==> config.mk <==
export PLATFORM = sky130hd
export DESIGN_NAME = filter_cc_coeff_slew_flat
export DESIGN_NICKNAME = d
export VERILOG_FILES = /design/src/rtl/filter_cc_coeff_slew_if.sv /design/src/rtl/filter_cc_coeff_slew.sv /design/src/flat_wrapper.sv
export SDC_FILE = /design/constraint.sdc
export NUM_CORES = 1
export LEC_CHECK = 0
export CAP_MARGIN = 10
export CORE_UTILIZATION = 30
export DETAILED_ROUTE_END_ITERATION = 6
export GPL_ROUTABILITY_DRIVEN = 0
export SLEW_MARGIN = 10
export SYNTH_ARGS = -nofsm -noshare
export SYNTH_HDL_FRONTEND = slang
export SYNTH_SLANG_ARGS = --single-unit
==> constraint.sdc <==
create_clock -name clk -period 7 [get_ports clk]
set_input_delay 0.7 -clock clk [delete_from_list [all_inputs] [get_ports clk]]
set_output_delay 0.7 -clock clk [all_outputs]
set_load 0.1 [all_outputs]
==> src/rtl/filter_cc_coeff_slew_if.sv <==
// Bus between the CC decoder / coefficient tables and filter_cc_coeff_slew.
// slave  : the slew block (consumes CCs, ticks and table words; drives
//          table addresses, slewed coefficients and status).
// master : the surrounding logic (CC decoder, sample timer, tables).
interface filter_cc_coeff_slew_if;
   localparam int unsigned CC_W   = 7;
   localparam int unsigned COEF_W = 18;

   logic                     cc_valid;
   logic [CC_W-1:0]          cc_num;
   logic [CC_W-1:0]          cc_value;
   logic                     sample_tick;
   logic [CC_W-1:0]          f_val;
   logic [CC_W-1:0]          q_val;
   logic signed [COEF_W-1:0] f_result;
   logic signed [COEF_W-1:0] q_result;
   logic signed [COEF_W-1:0] f_coeff;
   logic signed [COEF_W-1:0] q1_coeff;
   logic                     coeff_update;
   logic                     busy;

   modport master (
      output cc_valid, cc_num, cc_value, sample_tick, f_result, q_result,
      input  f_val, q_val, f_coeff, q1_coeff, coeff_update, busy
   );

   modport slave (
      input  cc_valid, cc_num, cc_value, sample_tick, f_result, q_result,
      output f_val, q_val, f_coeff, q1_coeff, coeff_update, busy
   );
endinterface

==> src/rtl/filter_cc_coeff_slew.sv <==
// Filter coefficient slew block.
// Captures cutoff/resonance CCs into table addresses, collects the table
// words two edges later, and slews f_coeff/q1_coeff toward them once per
// audio sample tick.
// Ports:
//   clk, rst_n  : clock, asynchronous active-low reset
//   bus (slave) : cc_valid/cc_num/cc_value, sample_tick, f_result/q_result in;
//                 f_val/q_val, f_coeff/q1_coeff, coeff_update, busy out
module filter_cc_coeff_slew #(
   parameter int unsigned        CUTOFF_CC   = 74,
   parameter int unsigned        RESO_CC     = 71,
   parameter int unsigned        INIT_CUTOFF = 127,
   parameter int unsigned        INIT_RESO   = 0,
   parameter logic signed [17:0] F_INIT      = 18'sh00000,
   parameter logic signed [17:0] Q_INIT      = 18'sh00000,
   parameter int unsigned        SLEW_SHIFT  = 4
) (
   input logic                  clk,
   input logic                  rst_n,
   filter_cc_coeff_slew_if.slave bus
);
   localparam int unsigned CC_W   = 7;
   localparam int unsigned COEF_W = 18;
   localparam int unsigned DIFF_W = COEF_W + 1;

   typedef enum logic [1:0] {IDLE, WAIT, CAPT} state_t;

   state_t                   state;
   logic [CC_W-1:0]          f_val_r;
   logic [CC_W-1:0]          q_val_r;
   logic signed [COEF_W-1:0] f_target;
   logic signed [COEF_W-1:0] q_target;
   logic signed [COEF_W-1:0] f_coeff_r;
   logic signed [COEF_W-1:0] q_coeff_r;
   logic signed [COEF_W-1:0] f_next;
   logic signed [COEF_W-1:0] q_next;
   logic                     coeff_update_r;
   logic                     busy_r;
   logic                     cut_hit;
   logic                     reso_hit;
   logic                     cc_accept;

   // One slew step: diff >>> SLEW_SHIFT, forced to +/-1 when it rounds to 0.
   function automatic logic signed [COEF_W-1:0] slew_step(
      input logic signed [COEF_W-1:0] coeff,
      input logic signed [COEF_W-1:0] target
   );
      logic signed [DIFF_W-1:0] diff;
      logic signed [DIFF_W-1:0] step;
      logic signed [DIFF_W-1:0] sum;
      diff = DIFF_W'(target) - DIFF_W'(coeff);
      step = diff >>> SLEW_SHIFT;
      if (diff == '0)
         step = '0;
      else if (step == '0)
         step = diff[DIFF_W-1] ? {DIFF_W{1'b1}} : DIFF_W'(1);
      sum = DIFF_W'(coeff) + step;
      return COEF_W'(sum);
   endfunction

   assign cut_hit   = bus.cc_valid && (bus.cc_num == CC_W'(CUTOFF_CC));
   assign reso_hit  = bus.cc_valid && (bus.cc_num == CC_W'(RESO_CC));
   assign cc_accept = cut_hit || reso_hit;

   // Candidate coefficients for the next sample tick.
   always_comb begin
      f_next = slew_step(f_coeff_r, f_target);
      q_next = slew_step(q_coeff_r, q_target);
   end

   // Lookup sequencing, target capture and per-tick slew.
   always_ff @(posedge clk or negedge rst_n) begin
      if (!rst_n) begin
         state          <= WAIT;
         busy_r         <= 1'b1;
         f_val_r        <= CC_W'(INIT_CUTOFF);
         q_val_r        <= CC_W'(INIT_RESO);
         f_target       <= F_INIT;
         q_target       <= Q_INIT;
         f_coeff_r      <= F_INIT;
         q_coeff_r      <= Q_INIT;
         coeff_update_r <= 1'b0;
      end else begin
         coeff_update_r <= 1'b0;

         // A new CC restarts the lookup so a stale table word is never taken.
         if (cc_accept) begin
            if (cut_hit)
               f_val_r <= bus.cc_value;
            if (reso_hit)
               q_val_r <= bus.cc_value;
            state  <= WAIT;
            busy_r <= 1'b1;
         end else begin
            case (state)
               IDLE: busy_r <= 1'b0;
               WAIT: begin
                  state  <= CAPT;
                  busy_r <= 1'b1;
               end
               CAPT: begin
                  f_target <= bus.f_result;
                  q_target <= bus.q_result;
                  state    <= IDLE;
                  busy_r   <= 1'b0;
               end
               default: begin
                  state  <= IDLE;
                  busy_r <= 1'b0;
               end
            endcase
         end

         // Slew uses the pre-capture target when a tick lands on CAPT.
         if (bus.sample_tick) begin
            f_coeff_r      <= f_next;
            q_coeff_r      <= q_next;
            coeff_update_r <= (f_next != f_coeff_r) || (q_next != q_coeff_r);
         end
      end
   end

   assign bus.f_val        = f_val_r;
   assign bus.q_val        = q_val_r;
   assign bus.f_coeff      = f_coeff_r;
   assign bus.q1_coeff     = q_coeff_r;
   assign bus.coeff_update = coeff_update_r;
   assign bus.busy         = busy_r;
endmodule

==> src/flat_wrapper.sv <==
// flat-port wrapper written by rule: the top's interface ports become plain ports
module filter_cc_coeff_slew_flat 
#(
   parameter int unsigned        CUTOFF_CC   = 74,
   parameter int unsigned        RESO_CC     = 71,
   parameter int unsigned        INIT_CUTOFF = 127,
   parameter int unsigned        INIT_RESO   = 0,
   parameter logic signed [17:0] F_INIT      = 18'sh00000,
   parameter logic signed [17:0] Q_INIT      = 18'sh00000,
   parameter int unsigned        SLEW_SHIFT  = 4
)
  (clk, rst_n, bus_cc_valid, bus_cc_num, bus_cc_value, bus_sample_tick, bus_f_result, bus_q_result, bus_f_val, bus_q_val, bus_f_coeff, bus_q1_coeff, bus_coeff_update, bus_busy);
  filter_cc_coeff_slew_if bus_i ();
  input logic clk;
  input logic rst_n;
  input wire logic [$bits(bus_i.cc_valid)-1:0] bus_cc_valid;
  input wire logic [$bits(bus_i.cc_num)-1:0] bus_cc_num;
  input wire logic [$bits(bus_i.cc_value)-1:0] bus_cc_value;
  input wire logic [$bits(bus_i.sample_tick)-1:0] bus_sample_tick;
  input wire logic [$bits(bus_i.f_result)-1:0] bus_f_result;
  input wire logic [$bits(bus_i.q_result)-1:0] bus_q_result;
  output wire logic [$bits(bus_i.f_val)-1:0] bus_f_val;
  output wire logic [$bits(bus_i.q_val)-1:0] bus_q_val;
  output wire logic [$bits(bus_i.f_coeff)-1:0] bus_f_coeff;
  output wire logic [$bits(bus_i.q1_coeff)-1:0] bus_q1_coeff;
  output wire logic [$bits(bus_i.coeff_update)-1:0] bus_coeff_update;
  output wire logic [$bits(bus_i.busy)-1:0] bus_busy;
  assign bus_i.cc_valid = bus_cc_valid;
  assign bus_i.cc_num = bus_cc_num;
  assign bus_i.cc_value = bus_cc_value;
  assign bus_i.sample_tick = bus_sample_tick;
  assign bus_i.f_result = bus_f_result;
  assign bus_i.q_result = bus_q_result;
  assign bus_f_val = bus_i.f_val;
  assign bus_q_val = bus_i.q_val;
  assign bus_f_coeff = bus_i.f_coeff;
  assign bus_q1_coeff = bus_i.q1_coeff;
  assign bus_coeff_update = bus_i.coeff_update;
  assign bus_busy = bus_i.busy;
  filter_cc_coeff_slew #(.CUTOFF_CC(CUTOFF_CC), .RESO_CC(RESO_CC), .INIT_CUTOFF(INIT_CUTOFF), .INIT_RESO(INIT_RESO), .F_INIT(F_INIT), .Q_INIT(Q_INIT), .SLEW_SHIFT(SLEW_SHIFT)) u_core (.clk(clk), .rst_n(rst_n), .bus(bus_i));
endmodule
==> flow_summary.ini <==
[final_layout]
fillCellCount = 2562
regArea_mm2 = 0.00226
drive_gt1_frac = 0.114
final_util = 0.375
nets = 1086
syn_to_final_growth_pct = 22.5
insertedDiodeCount = 0
multi_input_area_mm2 = 0.00513

[synth]
ys_seq_area_frac = 0.293
yosys.area.top_type = dfrtp_1
synth_async_sr_flop_share = 1.00
synth_area_mm2 = 0.00771
ys_types = 73
synth_compound_area_frac = 0.194
synth_flop_cell = dfrtp_1
syn_nets = 988
synth_top_family_by_area = compound AO/OA/AOI/OAI gates
synthesis.instances = 860
synth_area_leaders = dfrtp_1, ha_1, mux2_2, xnor2_1, o21ai_0
synth_warnings = 0
syn_area_per_cell_um2 = 8.97
synth-simple-area-share = 0.154
synthMuxAreaShare = 0.0877
synth_edf_count = 0
yosysMostFrequentCell = dfrtp_1
synth_seq_cells = 90
synth_top_area_share = 0.263
synth_adder_area_share = 0.124
synth_common_cells = dfrtp_1, ha_1, nor2_1
synth_xor_xnor_area_share = 0.104

[clocking]
clkTransAtPathRegs_ns = 0.08
cts_buffers = 9
cts.sinks = 90
cts_buffer_depth = 2
cts_setup_buffers = 0
cts-root-buf = clkbuf_16
h-tree-depth = 3
cts.repair.resized = 0
cts_tree = done
clk_latency_ns = 0.36
cts_hold_buf = 0

[worst_setup_path]
crit_path_end_kind = flip-flop
r2r_slack_ns = 0.45
critPathKind = reg2reg
cp_max_fo = 6
rr_startpoint = u_core.bus.f_coeff[1]$_DFFE_PN0P_
rr_endpoint = u_core.bus.coeff_update$_DFF_PN0_
cp-startpoint = u_core.bus.f_coeff[1]$_DFFE_PN0P_
worst_ep_arrival_time_ns = 6.77
cp.required_ns = 7.22
r2r_cells = 23
crit_path_start_kind = flip-flop

[timing]
relSlewSlack = 0.295
fin_crit_sh = 0.936
final-setup-viol-count = 0
max_slew.worst_pin.slew_ns = 1.05
hold_viol_final = 0
timing.fmax_mhz = 153
tns_ns = 0
rsz0062_at_grt = false
fin_crit_ns = 6.55
skew_ns = 0.0112
slew_viol_final = 0

[global_routing]
grt_overflow = 0
grt_max_degree = 60
grtUsageTotal = 0.158
grt_pass1_vias = 6534
antenna_found_initial = 0
grt_pass1_wl_um = 33300

[floorplan]
num_rows = 58
dieArea_mm2 = 0.0264
pin_count = 106
die_h_um = 162
die_w_um = 162
start_util = 0.306
core_mm2 = 0.0252

[detailed_routing]
drc = 0
viasPerCell = 5.14
wire_per_inst_um = 15.6
drt_first_pass_iters = 7
vias = 6642
detail_route.wirelength_um = 20100
antenna_left = 0
drt-initial-drc-count = 271

[flow_run]
max_cap_violations = 0

[outcome]
status = complete, no violations

[placed_design]
numPortBuffers = 105
hpwlAfterDp_um = 15600

[min_path]
min_path_type = in2async
-- layer usage --
layer	vias up	wire length, um	global-route usage	share of wire
li1	3333	-	-	-
met3	19	1170	0.0405	0.058
met1	3146	9390	0.204	0.47
met4	0	281	0.0425	0.014
met2	144	9290	0.260	0.46
met5	-	0	0	0
-- worst max-delay path, cell delays in order (launching register included) --
cell	delay, ns
dfrtp_1	0.49
inv_1	0.12
ha_1	0.29
nor2b_1	0.14
o31a_1	0.30
o21ai_2	0.13
nand2b_1	0.09
xnor2_2	0.19
or3b_1	0.36
or4_1	0.46
or4_1	0.50
o41ai_2	0.34
ha_1	0.25
inv_1	0.06
fa_1	0.40
nand2b_1	0.23
a211oi_4	0.36
o22a_1	0.25
a31oi_2	0.17
o21a_1	0.24
xnor3_1	0.18
or4_1	0.50
nor4_1	0.24
a31oi_1	0.11
-- placed cells by master (no fill, tap or decap), drive strengths merged, types with 8 or more instances in the layout --
master / Yosys / layout
or3: 9 / 9
buf: 4 / 13
a31oi: 10 / 10
nand4: 8 / 8
inv: 59 / 62
nand3: 15 / 15
nor3: 21 / 21
o21ai: 60 / 60
nor2b: 9 / 9
nand2: 55 / 55
clkbuf: 25 / 9
xor2: 20 / 20
a21o: 13 / 13
nor2: 68 / 68
clkdlybuf4s50: 0 / 103
mux2: 53 / 53
dfrtp: 81 / 81
ha: 70 / 70
dfstp: 9 / 9
mux2i: 8 / 8
o211ai: 9 / 9
a211oi: 10 / 10
and3: 8 / 8
nand2b: 13 / 13
xnor2: 55 / 55
a21oi: 51 / 51
o21a: 14 / 14
-- stage by stage --
stage	worst slack (ns)	cell area (um2)	std cells	hold WS, ns
finish	0.449	9450	1293	0.266
global route	0.0313	9450	1293	0.292
CTS	0.354	9440	1293	0.272
detailed placement	0.387	9150	1277	0.498
global placement	0.530	9150	1277	0.487
floorplan	0.231	7710	860	0.404
-- layout make-up --
cell class / count / share of cell area
multi-input combinational: 682 / 0.543
sequential: 90 / 0.239
timing repair buffer: 116 / 0.119
tap: 330 / 0.0437
clock buffer: 9 / 0.0238
inverter: 59 / 0.0234
clock inverter: 7 / 0.00741
-- registers in the layout, summed over array words and instances (netlist names) --
register and flops:
u_core.bus.f_coeff 18, u_core.bus.q1_coeff 18, u_core.f_target 18, u_core.q_target 18, u_core.bus.f_val 7, u_core.bus.q_val 7
u_core.state 2, u_core.bus.busy 1, u_core.bus.coeff_update 1
-- kinds of logic (layout without fill, tap and decap cells) --
logic type	Yosys count	count (layout)
simple gates	240	240
compound gates	226	226
flops	90	90
buf+inv	88	191
xor+xnor	81	81
fa+ha+maj	74	74
mux	61	61
-- worst max path at each step --
stage                                                   end  slack, ns  cells after the start
after global routing      u_core.bus.coeff_update$_DFF_PN0_       0.03                     25
after CTS                 u_core.bus.coeff_update$_DFF_PN0_       0.35                     23
after floorplan           u_core.bus.coeff_update$_DFF_PN0_       0.23                     23
after global placement    u_core.bus.coeff_update$_DFF_PN0_       0.53                     23
final                     u_core.bus.coeff_update$_DFF_PN0_       0.45                     23
after detailed placement  u_core.bus.coeff_update$_DFF_PN0_       0.39                     23
Power is left out: the tool's default activity adds up to more than one toggle a clock period on the data nets, which glitch-free logic cannot reach.
